`src/rtl/req_slice.sv`:
```
// Registered request/response slice between the priority merge and one slave.
// One transaction in flight; optional watchdog aborts a stalled slave access.
module req_slice #(
  parameter int unsigned ADDR_W = 32,
  parameter int unsigned DATA_W = 32,
  parameter int unsigned TIMEOUT = 0,
  parameter logic [DATA_W-1:0] TIMEOUT_RDATA = DATA_W'(32'hDEADBEEF),
  localparam int unsigned STRB_W = DATA_W / 8,
  localparam int unsigned REQ_W = 1 + ADDR_W + DATA_W + STRB_W,
  localparam int unsigned RESP_W = DATA_W + 1
) (
  input  logic              clk,
  input  logic              rst_n,
  input  logic [REQ_W-1:0]  m_req,
  output logic [RESP_W-1:0] m_resp,
  output logic [REQ_W-1:0]  s_req,
  input  logic [RESP_W-1:0] s_resp,
  output logic              busy,
  output logic              timeout_err
);

  localparam int unsigned CNT_W = (TIMEOUT > 0) ? $clog2(TIMEOUT + 1) : 1;
  localparam logic [CNT_W-1:0] CNT_LAST = CNT_W'((TIMEOUT > 0) ? TIMEOUT - 1 : 0);

  typedef enum logic [1:0] {StIdle, StWait, StResp} state_e;

  state_e state_q, state_d;

  logic              m_valid;
  logic [ADDR_W-1:0] m_addr;
  logic [DATA_W-1:0] m_wdata;
  logic [STRB_W-1:0] m_wstrb;
  logic              s_ready;
  logic [DATA_W-1:0] s_rdata;

  assign {m_valid, m_addr, m_wdata, m_wstrb} = m_req;
  assign {s_rdata, s_ready} = s_resp;

  logic              s_valid_q, s_valid_d;
  logic [ADDR_W-1:0] addr_q, addr_d;
  logic [DATA_W-1:0] wdata_q, wdata_d;
  logic [STRB_W-1:0] wstrb_q, wstrb_d;
  logic [DATA_W-1:0] rdata_q, rdata_d;
  logic              ready_q, ready_d;
  logic              err_q, err_d;
  logic [CNT_W-1:0]  cnt_q, cnt_d;
  logic              timeout_hit;

  assign timeout_hit = (TIMEOUT != 0) && (cnt_q == CNT_LAST);

  always_ff @(posedge clk or negedge rst_n) begin
    if (!rst_n) begin
      state_q   <= StIdle;
      s_valid_q <= 1'b0;
      addr_q    <= '0;
      wdata_q   <= '0;
      wstrb_q   <= '0;
      rdata_q   <= '0;
      ready_q   <= 1'b0;
      err_q     <= 1'b0;
      cnt_q     <= '0;
    end else begin
      state_q   <= state_d;
      s_valid_q <= s_valid_d;
      addr_q    <= addr_d;
      wdata_q   <= wdata_d;
      wstrb_q   <= wstrb_d;
      rdata_q   <= rdata_d;
      ready_q   <= ready_d;
      err_q     <= err_d;
      cnt_q     <= cnt_d;
    end
  end

  // Response flops default to zero so m_resp is nonzero only during the RESP cycle.
  always_comb begin
    state_d   = state_q;
    s_valid_d = s_valid_q;
    addr_d    = addr_q;
    wdata_d   = wdata_q;
    wstrb_d   = wstrb_q;
    rdata_d   = '0;
    ready_d   = 1'b0;
    err_d     = 1'b0;
    cnt_d     = cnt_q;
    unique case (state_q)
      StIdle: begin
        if (m_valid) begin
          addr_d    = m_addr;
          wdata_d   = m_wdata;
          wstrb_d   = m_wstrb;
          s_valid_d = 1'b1;
          cnt_d     = '0;
          state_d   = StWait;
        end
      end
      StWait: begin
        if (s_ready) begin
          rdata_d   = s_rdata;
          ready_d   = 1'b1;
          s_valid_d = 1'b0;
          state_d   = StResp;
        end else if (timeout_hit) begin
          rdata_d   = TIMEOUT_RDATA;
          ready_d   = 1'b1;
          err_d     = 1'b1;
          s_valid_d = 1'b0;
          state_d   = StResp;
        end else if (cnt_q != '1) begin
          cnt_d = cnt_q + 1'b1;
        end
      end
      StResp: begin
        state_d = StIdle;
      end
      default: begin
        state_d   = StIdle;
        s_valid_d = 1'b0;
      end
    endcase
  end

  assign s_req       = {s_valid_q, addr_q, wdata_q, wstrb_q};
  assign m_resp      = {rdata_q, ready_q};
  assign busy        = (state_q != StIdle);
  assign timeout_err = err_q;

endmodule

```
`config.mk`:
```
export PLATFORM = sky130hd
export DESIGN_NAME = req_slice
export DESIGN_NICKNAME = d
export VERILOG_FILES = /design/src/rtl/req_slice.sv
export SDC_FILE = /design/constraint.sdc
export NUM_CORES = 1
export LEC_CHECK = 0
export CORE_ASPECT_RATIO = 0.5
export CORE_MARGIN = 4
export CORE_UTILIZATION = 50
export CTS_CLUSTER_DIAMETER = 50
export DETAILED_ROUTE_END_ITERATION = 10
export DONT_BUFFER_PORTS = 1
export GPL_TIMING_DRIVEN = 0
export MAX_ROUTING_LAYER = met4
export PLACE_DENSITY = 0.74
export SYNTH_ARGS = -nofsm -noshare
export SYNTH_HDL_FRONTEND = slang
export SYNTH_SLANG_ARGS = --single-unit
```
`constraint.sdc`:
```
create_clock -name clk -period 1.7 [get_ports clk]
set_input_delay 0.34 -clock clk [delete_from_list [all_inputs] [get_ports clk]]
set_output_delay 0.34 -clock clk [all_outputs]
set_load 0.01 [all_outputs]
```
Word-level counts from Yosys, hierarchy flattened
Cells that the tools add are included.

Register bits: 104. Output and inout port bits: 104. Word-level logic and storage cells: 27. Input port bits: 104.

Equality and inequality tests: 4. Reduce and logical (&&, ||, !) cells: 5. Muxes and demuxes: 10. Bitwise operators: 1.

Operators with widths (count): $mux W32 (2); $mux W1 (4); $mux W2 (2); $ne A2 B2 Y1 const B (2); $pmux W2 S2 (1); $reduce_and A2 Y1 (2); $pmux W1 S3 (1); $reduce_and A3 Y1 (1); $eq A2 B1 Y1 const B (1); $eq A2 B2 Y1 const B (1); $logic_not A2 Y1 (1); $reduce_bool A2 Y1 (1); $not A1 Y1 (1).

Depth between registers and ports, before layout
Gate-level depths: netlist (run 1).

Depth in word-level cells: 3. Depth in mapped cells: 5. Gate-level depth less buffers: 3.

Least setup slack after synthesis (run 1)
No wires, ideal clock.

Path kind: flip-flop to flip-flop. Start: register state_q[1]. End: register addr_q[11]. Arrival time: 1.404 ns. Stages on the path, launching flop included: 6. Slack: 0.169 ns. Data required time: 1.573 ns. Setup time: 0.127 ns. Path through: dfrtp_1 or2_4 nor2_4 buf_6 buf_8 mux2_1.

Word-level cells in the longest chain between the ends: 2.

RTL lines: from (decl) (line 27) `state_e state_q, state_d;`; from (signal assigned) (line 53) `state_q <= StIdle;`; from (signal assigned) (line 63) `state_q <= state_d;`; $logic_not A2 Y1 (line 86) `unique case (state_q)`; $reduce_and A2 Y1 (no line); to (signal assigned) (line 65) `addr_q <= addr_d;`; to (decl) (line 40) `logic [ADDR_W-1:0] addr_q, addr_d;`.

No other way between the ends. A chain may end at the register's enable or synchronous reset.

Worst setup path after layout (run 1)
Start: register state_q[1]. End: register addr_q[16].

Same word-level chain as after synthesis.

==> results.py, run 1 <==
metrics = {
    "sta": {
        "period_share": 0.951,
        "timing.hold.ws_ns": -0.305,
        "min_period_ns": 1.62,
        "fin_skew_ns": 0.00910,
        "slew_violations": 0,
        "max_freq_ghz": 0.618,
        "final_hold_viol_count": 104,
        "setup_viol": 0,
        "setup_tns_ns": 0,
        "rsz0062_at_grt": "false",
    },
    "route": {
        "routedWlPerCell_um": 19.8,
        "via_count": 1809,
        "viasPerCell": 5.23,
        "ant_nets": 0,
        "finalWirelength_um": 6860,
        "drt_pass1_iterations": 2,
        "drtIter0Drc": 72,
        "drc": 0,
    },
    "grt": {
        "grt_max_degree": 105,
        "grt_pass1_wl_um": 10600,
        "grt_util_met1": 0.160,
        "gr-usage-all-layers": 0.161,
        "grt_pass1_vias": 2060,
        "met2_usage": 0.282,
        "antenna_found_initial": 0,
        "grt_busiest_layer": "met2",
        "gr-usage-met3": 0.0708,
        "overflow": 0,
    },
    "yosys": {
        "async_reset_ff_frac": 1.00,
        "synth_area_per_cell_um2": 16.4,
        "yosysMostFrequentCell": "dfrtp_1",
        "synth_cell_types": 17,
        "synth_commonest_cells": "dfrtp_1, mux2_2, and2_1, mux2_1, buf_4",
        "ys_warn_count": 0,
        "syn_area_um2": 3760,
        "synth_ff_type": "dfrtp_1",
        "synth_cells": 230,
        "syn_nets": 334,
        "ys_seq_elements": 104,
        "netlist_top_cells_area": "dfrtp_1, mux2_2, mux2_1",
        "synth_edf_count": 0,
        "ys_seq_area_frac": 0.692,
        "yosys.area.top_type": "dfrtp_1",
        "synthDominantCellAreaShare": 0.692,
    },
    "critical_path": {
        "criticalPathCategory": "reg2reg",
        "worstSetupEndpointType": "flip-flop",
        "r2r-end": "addr_q[16]$_DFFE_PN0P_",
        "path_max_fanout": 10,
        "crit_required_ns": 1.91,
        "timing.rr.start": "state_q[1]$_DFFE_PN0P_",
        "r2r_cells": 5,
        "crit_arrival_ns": 1.83,
        "rrSetupSlack_ns": 0.08,
        "startpoint_type": "flip-flop",
    },
    "floorplan": {
        "start_util": 0.514,
        "dieArea_um2": 9060,
        "die_y_um": 69.3,
        "num_rows": 22,
        "ios": 208,
        "die_w_um": 131,
        "core-area_um2": 7320,
    },
    "place": {
        "hpwl_um": 5240,
        "placed_area_um2": 3880,
        "post-place-cells": 326,
        "gp_congestion": 0.703,
        "io_buffers": 0,
    },
    "clocking": {
        "cts_tree": "yes",
        "clockRootBuffer": "clkbuf_16",
        "insertion_delay_ns": 0.34,
        "cts_max_path_buffers": 2,
        "cts.htree.levels": 3,
        "path_clk_slew_ns": 0.07,
        "clock_sinks": 104,
        "numCtsBuffers": 9,
    },
    "layout": {
        "drive_gt1_frac": 0.320,
        "syn2layout_area_growth_pct": 11.6,
        "design_area_um2": 4200,
        "fillers": 569,
        "fin_nets": 350,
        "diodes": 0,
        "final_cells": 346,
    },
    "hold_path": {
        "hold_class": "in2async",
    },
    "run": {
        "max_cap_violations": 0,
    },
    "outcome": {
        "violations": "hold timing",
        "status": "finished, violations left",
    },
    "pwr": {
        "irDropWorstVdd_mv": 0.616,
        "p_per_area_nw_per_um2": 1660,
        "p_leak_nw": 1.88,
    },
}
## critical path, stage by stage, from the launching register on
cell and delay, ns:
dfrtp_1 0.39, or2_4 0.29, nor2_4 0.19, buf_8 0.15, buf_8 0.14, mux2_1 0.33
## cells by family after synthesis
logic type	share of synthesized area
compound gates	0.00466
mux	0.204
flops	0.692
simple gates	0.0689
buf+inv	0.0299
other cells	0.000997
## repair_timing
action / 4_1_cts / 5_1_grt
buffers inserted: 0 / 5
resized for setup: 1 / 0
setup endpoints to repair: 2 / 20
endpoints found under the hold margin: 104 / 104
pin swaps: 0 / 1
## per-stage QoR
| step | hold WS, ns | setup WS, ns | utilization | power [mW] |
|---|---|---|---|---|
| final | -0.305 | 0.0828 | 0.573 | 6.98 |
| after global routing | -0.328 | 0.0148 | 0.573 | 7.38 |
| after CTS | -0.318 | 0.00311 | 0.568 | 7.06 |
| after detailed placement | 0.0460 | 0.0177 | 0.530 | 5.19 |
| after global placement | 0.0463 | 0.0554 | 0.530 | 5.10 |
| after floorplan | 0.0444 | 0.169 | - | 4.85 |
## worst max path at each step
stage | startpoint | to | slack, ns | cells past startpoint
2_1_floorplan | state_q[1]$_DFFE_PN0P_ | addr_q[11]$_DFFE_PN0P_ | 0.17 | 5
3_3_place_gp | state_q[1]$_DFFE_PN0P_ | addr_q[12]$_DFFE_PN0P_ | 0.06 | 5
3_5_place_dp | state_q[1]$_DFFE_PN0P_ | addr_q[16]$_DFFE_PN0P_ | 0.02 | 5
4_1_cts | state_q[1]$_DFFE_PN0P_ | addr_q[16]$_DFFE_PN0P_ | 0.003 | 5
5_1_grt | state_q[0]$_DFFE_PN0P_ | addr_q[12]$_DFFE_PN0P_ | 0.01 | 5
6_report | state_q[1]$_DFFE_PN0P_ | addr_q[16]$_DFFE_PN0P_ | 0.08 | 5
## layout by cell type (no fill, tap or decap), drive strengths merged
cell type,instances
dfrtp,104
mux2,68
and2,32
buf,15
clkbuf,14
nand2b,3
clkinvlp,3
inv,2
a21oi,2
nor3b,2
or2,1
nor2,1
a21o,1
conb,1
clkinv,1
## layout make-up
type	count	area (um2)	area share
well taps	96	120	0.0286
inverters	2	7.51	0.00179
plain buffers	13	109	0.0259
multi-input cells	111	1050	0.249
clock buffers	11	243	0.0578
flip-flops and latches	104	2600	0.620
repair buffers	5	37.5	0.00894
clock inverters	4	31.3	0.00745
## flip-flops by register name, indices dropped and copies added (netlist names)
name       count
state_q        2
addr_q        32
wdata_q       32
s_valid_q      1
rdata_q       32
ready_q        1
wstrb_q        4
## power breakdown
part | internal, mW | switching, mW
combinational | 0.680 | 0.379
clock | 1.03 | 0.827
sequential | 3.22 | 0.852
## per-layer routing
layer  share of wire  up-vias
met3           0.085       12
met2            0.56       93
met1            0.33      914
li1                -      790
met5               0        -
met4           0.017        0
Power figures use the tool's default switching activity.
==> inputs of run 2 (changes only) <==
--- a/config.mk
+++ b/config.mk
@@ -6,13 +6,11 @@
 export NUM_CORES = 1
 export LEC_CHECK = 0
 export CORE_ASPECT_RATIO = 0.5
-export CORE_MARGIN = 4
 export CORE_UTILIZATION = 50
 export CTS_CLUSTER_DIAMETER = 50
 export DETAILED_ROUTE_END_ITERATION = 10
 export DONT_BUFFER_PORTS = 1
 export GPL_TIMING_DRIVEN = 0
-export MAX_ROUTING_LAYER = met4
 export PLACE_DENSITY = 0.74
 export SYNTH_ARGS = -nofsm -noshare
 export SYNTH_HDL_FRONTEND = slang
==> run 2 against run 1 <==
Against the previous run:
- the flow still finishes with violations (hold timing)
- sequential share of layout area fell by 0.79 points
- via count about the same
- flip-flop and latch count is the same
- highest routed layer unchanged
==> results.py, run 2 (synthesis gave the netlist of run 1 again) <==
metrics = {
    "clocking": {
        "path_clk_slew_ns": 0.07,
        "numCtsBuffers": 9,
        "cts.htree.levels": 3,
        "cts_max_path_buffers": 2,
        "clockRootBuffer": "clkbuf_16",
        "insertion_delay_ns": 0.33,
        "clock_sinks": 104,
        "cts_tree": "yes",
    },
    "sta": {
        "slew_violations": 0,
        "rsz0062_at_grt": "false",
        "fin_skew_ns": 0.00569,
        "timing.hold.ws_ns": -0.304,
        "period_share": 0.936,
        "min_period_ns": 1.59,
        "setup_tns_ns": 0,
        "max_freq_ghz": 0.629,
        "setup_viol": 0,
        "final_hold_viol_count": 104,
    },
    "grt": {
        "antenna_found_initial": 0,
        "grt_busiest_layer": "met2",
        "gr-usage-all-layers": 0.173,
        "gr-usage-met3": 0.0824,
        "grt_util_met1": 0.180,
        "met2_usage": 0.306,
        "overflow": 0,
        "grt_pass1_wl_um": 10300,
        "grt_pass1_vias": 1965,
        "grt_max_degree": 105,
    },
    "route": {
        "ant_nets": 0,
        "via_count": 1810,
        "viasPerCell": 5.31,
        "drt_pass1_iterations": 4,
        "drtIter0Drc": 86,
        "routedWlPerCell_um": 19.3,
        "finalWirelength_um": 6570,
        "drc": 0,
    },
    "critical_path": {
        "crit_required_ns": 1.91,
        "r2r_cells": 5,
        "crit_arrival_ns": 1.80,
        "worstSetupEndpointType": "flip-flop",
        "startpoint_type": "flip-flop",
        "criticalPathCategory": "reg2reg",
        "path_max_fanout": 10,
    },
    "pwr": {
        "p_leak_nw": 1.91,
        "intPower_mw": 5.33,
        "p_sw_mw": 2.08,
        "clock_power_share": 0.310,
        "pwr-share-seq": 0.548,
        "p_per_area_nw_per_um2": 1740,
        "power_mw": 7.42,
        "irDropWorstVdd_mv": 0.713,
        "swShare": 0.281,
        "comb_power_share": 0.143,
    },
    "floorplan": {
        "dieArea_um2": 7890,
        "ios": 208,
        "die_w_um": 125,
        "die_y_um": 63.3,
        "num_rows": 21,
        "start_util": 0.540,
        "core-area_um2": 6960,
    },
    "place": {
        "gp_congestion": 0.739,
        "io_buffers": 0,
        "hpwl_um": 4880,
        "post-place-cells": 322,
    },
    "layout": {
        "final_common_cell": "dfrtp_1",
        "final_cell_mix": "dfrtp_1, mux2_2, and2_1",
        "final_cells": 341,
        "fin_nets": 349,
        "reg.largest.list": "addr_q: 32 flops, rdata_q: 32 flops, wdata_q: 32 flops",
        "drive_gt1_frac": 0.321,
        "diodes": 0,
        "syn2layout_area_growth_pct": 13.0,
    },
    "outcome": {
        "violations": "hold timing",
        "status": "finished, violations left",
    },
    "run": {
        "max_cap_violations": 0,
    },
    "hold_path": {
        "hold_class": "in2async",
    },
}
-- run 2: changes by cell type in the layout (fill, tap and decap cells not counted), sizes merged --
cell,previous run,this run
buf,15,14
bufinv,0,3
clkbuf,14,12
clkinv,1,0
clkinvlp,3,1
inv,2,4
-- run 2: area by class of cell --
class                           count  area (um2)
Clock inverter                      6         115
Clock buffer                        9         225
Buffer                             13         109
Tap cell                           92         115
Inverter                            2        7.51
Timing Repair Buffer                4        30.0
Fill cell                         516        2710
Sequential cell                   104        2600
Multi-Input combinational cell    111        1050
-- run 2: final timing paths --
check                                       start                     end  slack, ns
max                        state_q[0]$_DFFE_PN0P_  addr_q[26]$_DFFE_PN0P_       0.11
min                                         rst_n   rdata_q[24]$_DFF_PN0_      -0.30
max reg2reg                state_q[0]$_DFFE_PN0P_  addr_q[26]$_DFFE_PN0P_       0.11
min reg2reg                 s_valid_q$_DFFE_PN0P_   s_valid_q$_DFFE_PN0P_       0.52
max in group asynchronous                   rst_n  addr_q[21]$_DFFE_PN0P_       1.89
min in group clk                        s_resp[3]    rdata_q[2]$_DFF_PN0_       0.13
-- run 2: worst max-delay path: stages, from the launching register on --
cell and delay, ns:
dfrtp_1 0.41, or2_4 0.27, nor2_4 0.16, buf_8 0.15, buf_8 0.14, mux2_1 0.33
-- run 2: timing repair --
item / in CTS / in global routing
endpoints found under the hold margin: 104 / 104
gates resized for setup: 1 / 0
setup buffers: 3 / 1
endpoints found under the setup margin: 3 / 22
pin swaps: 1 / 1
-- run 2: power groups by stage --
stage | Sequential (mW) | Clock, mW | Combinational, mW
after global routing | 4.14 | 2.48 | 1.16
after floorplan | 3.94 | 0 | 0.905
after CTS | 4.08 | 2.36 | 1.08
after global placement | 4.09 | 0 | 0.983
final | 4.06 | 2.30 | 1.06
after detailed placement | 4.12 | 0 | 1.06
-- run 2: metrics by stage --
stage          setup WS (ns)  area (um2)  hold WS (ns)   util
4_1_cts               0.0154        4240        -0.319  0.609
6_report               0.109        4250        -0.304  0.610
2_1_floorplan          0.169        3760        0.0444      -
3_5_place_dp         0.00992        3880        0.0464  0.557
5_1_grt               0.0319        4250        -0.330  0.610
3_3_place_gp          0.0377        3880        0.0460  0.557
-- run 2: metal layers --
layer  up-vias  share of wire
met5         -              0
met4         0          0.014
met3        13          0.091
met2       101           0.53
met1       904           0.37
li1        792              -
==> inputs of run 3 (changes only) <==
--- a/config.mk
+++ b/config.mk
@@ -12,6 +12,7 @@
 export DONT_BUFFER_PORTS = 1
 export GPL_TIMING_DRIVEN = 0
 export PLACE_DENSITY = 0.74
+export SETUP_SLACK_MARGIN = 0.05
 export SYNTH_ARGS = -nofsm -noshare
 export SYNTH_HDL_FRONTEND = slang
 export SYNTH_SLANG_ARGS = --single-unit
==> run 3 against run 2 <==
Against the previous run:
- the run still ends with hold timing left
- hold slack barely moved
- utilization grew 0.11 points
- setup slack better by 0.0084 ns
- highest routed layer unchanged
- global-route usage rose by 0.058 points
- combinational power about the same
- final cell count increased by 0.29%
- clock power is essentially flat
- register-to-register slack about the same
- sequential share of layout area fell by 0.11 points
- non-clock buffer count up 1
- flip-flop and latch count did not move
==> results.py, run 3 (synthesis gave the netlist of run 1 again) <==
metrics = {
    "layout": {
        "drive_gt1_frac": 0.324,
        "diodes": 0,
        "final_cell_mix": "dfrtp_1, mux2_2, and2_1",
        "reg.largest.list": "addr_q: 32 flops, rdata_q: 32 flops, wdata_q: 32 flops",
        "final_cells": 342,
        "syn2layout_area_growth_pct": 13.2,
        "fin_nets": 350,
        "final_common_cell": "dfrtp_1",
        "fillers": 515,
    },
    "route": {
        "routedWlPerCell_um": 19.3,
        "viasPerCell": 5.32,
        "drc": 0,
        "ant_nets": 0,
        "via_count": 1819,
        "drt_pass1_iterations": 4,
        "drtIter0Drc": 69,
        "finalWirelength_um": 6590,
    },
    "floorplan": {
        "ios": 208,
        "dieArea_um2": 7890,
        "die_w_um": 125,
        "start_util": 0.540,
        "core-area_um2": 6960,
        "die_y_um": 63.3,
        "num_rows": 21,
    },
    "sta": {
        "final_hold_viol_count": 104,
        "setup_viol": 0,
        "max_freq_ghz": 0.632,
        "fin_skew_ns": 0.00565,
        "setup_tns_ns": 0,
        "slew_violations": 0,
        "period_share": 0.931,
        "min_period_ns": 1.58,
        "timing.hold.ws_ns": -0.304,
        "rsz0062_at_grt": "true",
    },
    "grt": {
        "grt_max_degree": 105,
        "grt_pass1_wl_um": 10300,
        "overflow": 0,
        "antenna_found_initial": 0,
        "grt_pass1_vias": 1970,
        "gr-usage-all-layers": 0.174,
    },
    "place": {
        "gp_congestion": 0.739,
        "hpwl_um": 4880,
        "post-place-cells": 322,
        "io_buffers": 0,
    },
    "pwr": {
        "p_leak_nw": 1.92,
        "p_per_area_nw_per_um2": 1740,
        "irDropWorstVdd_mv": 0.712,
    },
    "clocking": {
        "insertion_delay_ns": 0.33,
        "cts.htree.levels": 3,
        "cts_tree": "yes",
        "clockRootBuffer": "clkbuf_16",
        "clock_sinks": 104,
        "path_clk_slew_ns": 0.07,
        "numCtsBuffers": 9,
        "cts_max_path_buffers": 2,
    },
    "critical_path": {
        "worstSetupEndpointType": "flip-flop",
        "critPathMostFrequentCell": "buf_8",
        "cp_num_buf_inv": 2,
        "criticalPathCategory": "reg2reg",
        "path_max_fanout": 10,
        "crit_path_cell_trace": "or2_4 -> nor2_4 -> buf_8 -> buf_8 -> mux2_1",
        "critPathMaxStageDelay_ns": 0.40,
        "startpoint_type": "flip-flop",
        "crit_arrival_ns": 1.79,
        "critical_path.top_delay_family": "simple AND/OR/NAND/NOR gates",
        "cp_slowest_cell": "dfrtp_1",
        "crit_required_ns": 1.91,
    },
    "outcome": {
        "status": "finished, violations left",
        "violations": "hold timing",
    },
    "hold_path": {
        "hold_class": "in2async",
    },
    "run": {
        "max_cap_violations": 0,
    },
}
-- run 3: power by group --
part           internal, mW  total, mW  switching [mW]  leakage [nW]
Sequential             3.22       4.06           0.840          1.28
Clock                  1.44       2.30           0.858         0.163
Combinational         0.682       1.07           0.388         0.479
-- run 3: what timing repair did --
item / in CTS / in global routing
pin swaps: 1 / 1
buffers inserted: 4 / 1
endpoints found under the hold margin: 104 / 104
setup endpoints to repair: 20 / 21
gates resized for setup: 1 / 0
cloned: 0 / 0
-- run 3: final cells by class --
type / count / area (um2) / share of cell area
inverter: 2 / 7.51 / 0.00176
multi-input combinational: 111 / 1050 / 0.246
timing repair buffer: 5 / 37.5 / 0.00882
clock inverter: 6 / 115 / 0.0270
sequential: 104 / 2600 / 0.611
clock buffer: 9 / 225 / 0.0529
buffer: 13 / 109 / 0.0256
tap: 92 / 115 / 0.0270
-- run 3: path summary, 6_finish.rpt --
kind                       depth (start not counted)                     end                   start  slack (ns)
min reg2reg                                        1   s_valid_q$_DFFE_PN0P_   s_valid_q$_DFFE_PN0P_        0.52
max reg2reg                                        5  addr_q[26]$_DFFE_PN0P_  state_q[0]$_DFFE_PN0P_        0.12
max                                                5  addr_q[26]$_DFFE_PN0P_  state_q[0]$_DFFE_PN0P_        0.12
min                                                0   rdata_q[24]$_DFF_PN0_                   rst_n       -0.30
max in group asynchronous                          0  addr_q[21]$_DFFE_PN0P_                   rst_n        1.89
min in group clk                                   1    rdata_q[2]$_DFF_PN0_               s_resp[3]        0.13
-- run 3: metal layers --
metal	vias to the layer above	global-route usage	share of wire
met5	-	0	0
met4	0	0.0663	0.014
met3	13	0.0824	0.091
met2	101	0.308	0.53
met1	911	0.180	0.36
li1	794	-	-
-- run 3: per-stage QoR --
step	total power, mW	instance area [um2]	setup slack [ns]	util
after floorplan	4.85	3760	0.169	-
after global placement	5.08	3880	0.0377	0.557
after detailed placement	5.18	3880	0.00992	0.557
after CTS	7.52	4250	0.0559	0.610
after global routing	7.78	4260	0.0422	0.612
final	7.43	4260	0.117	0.612
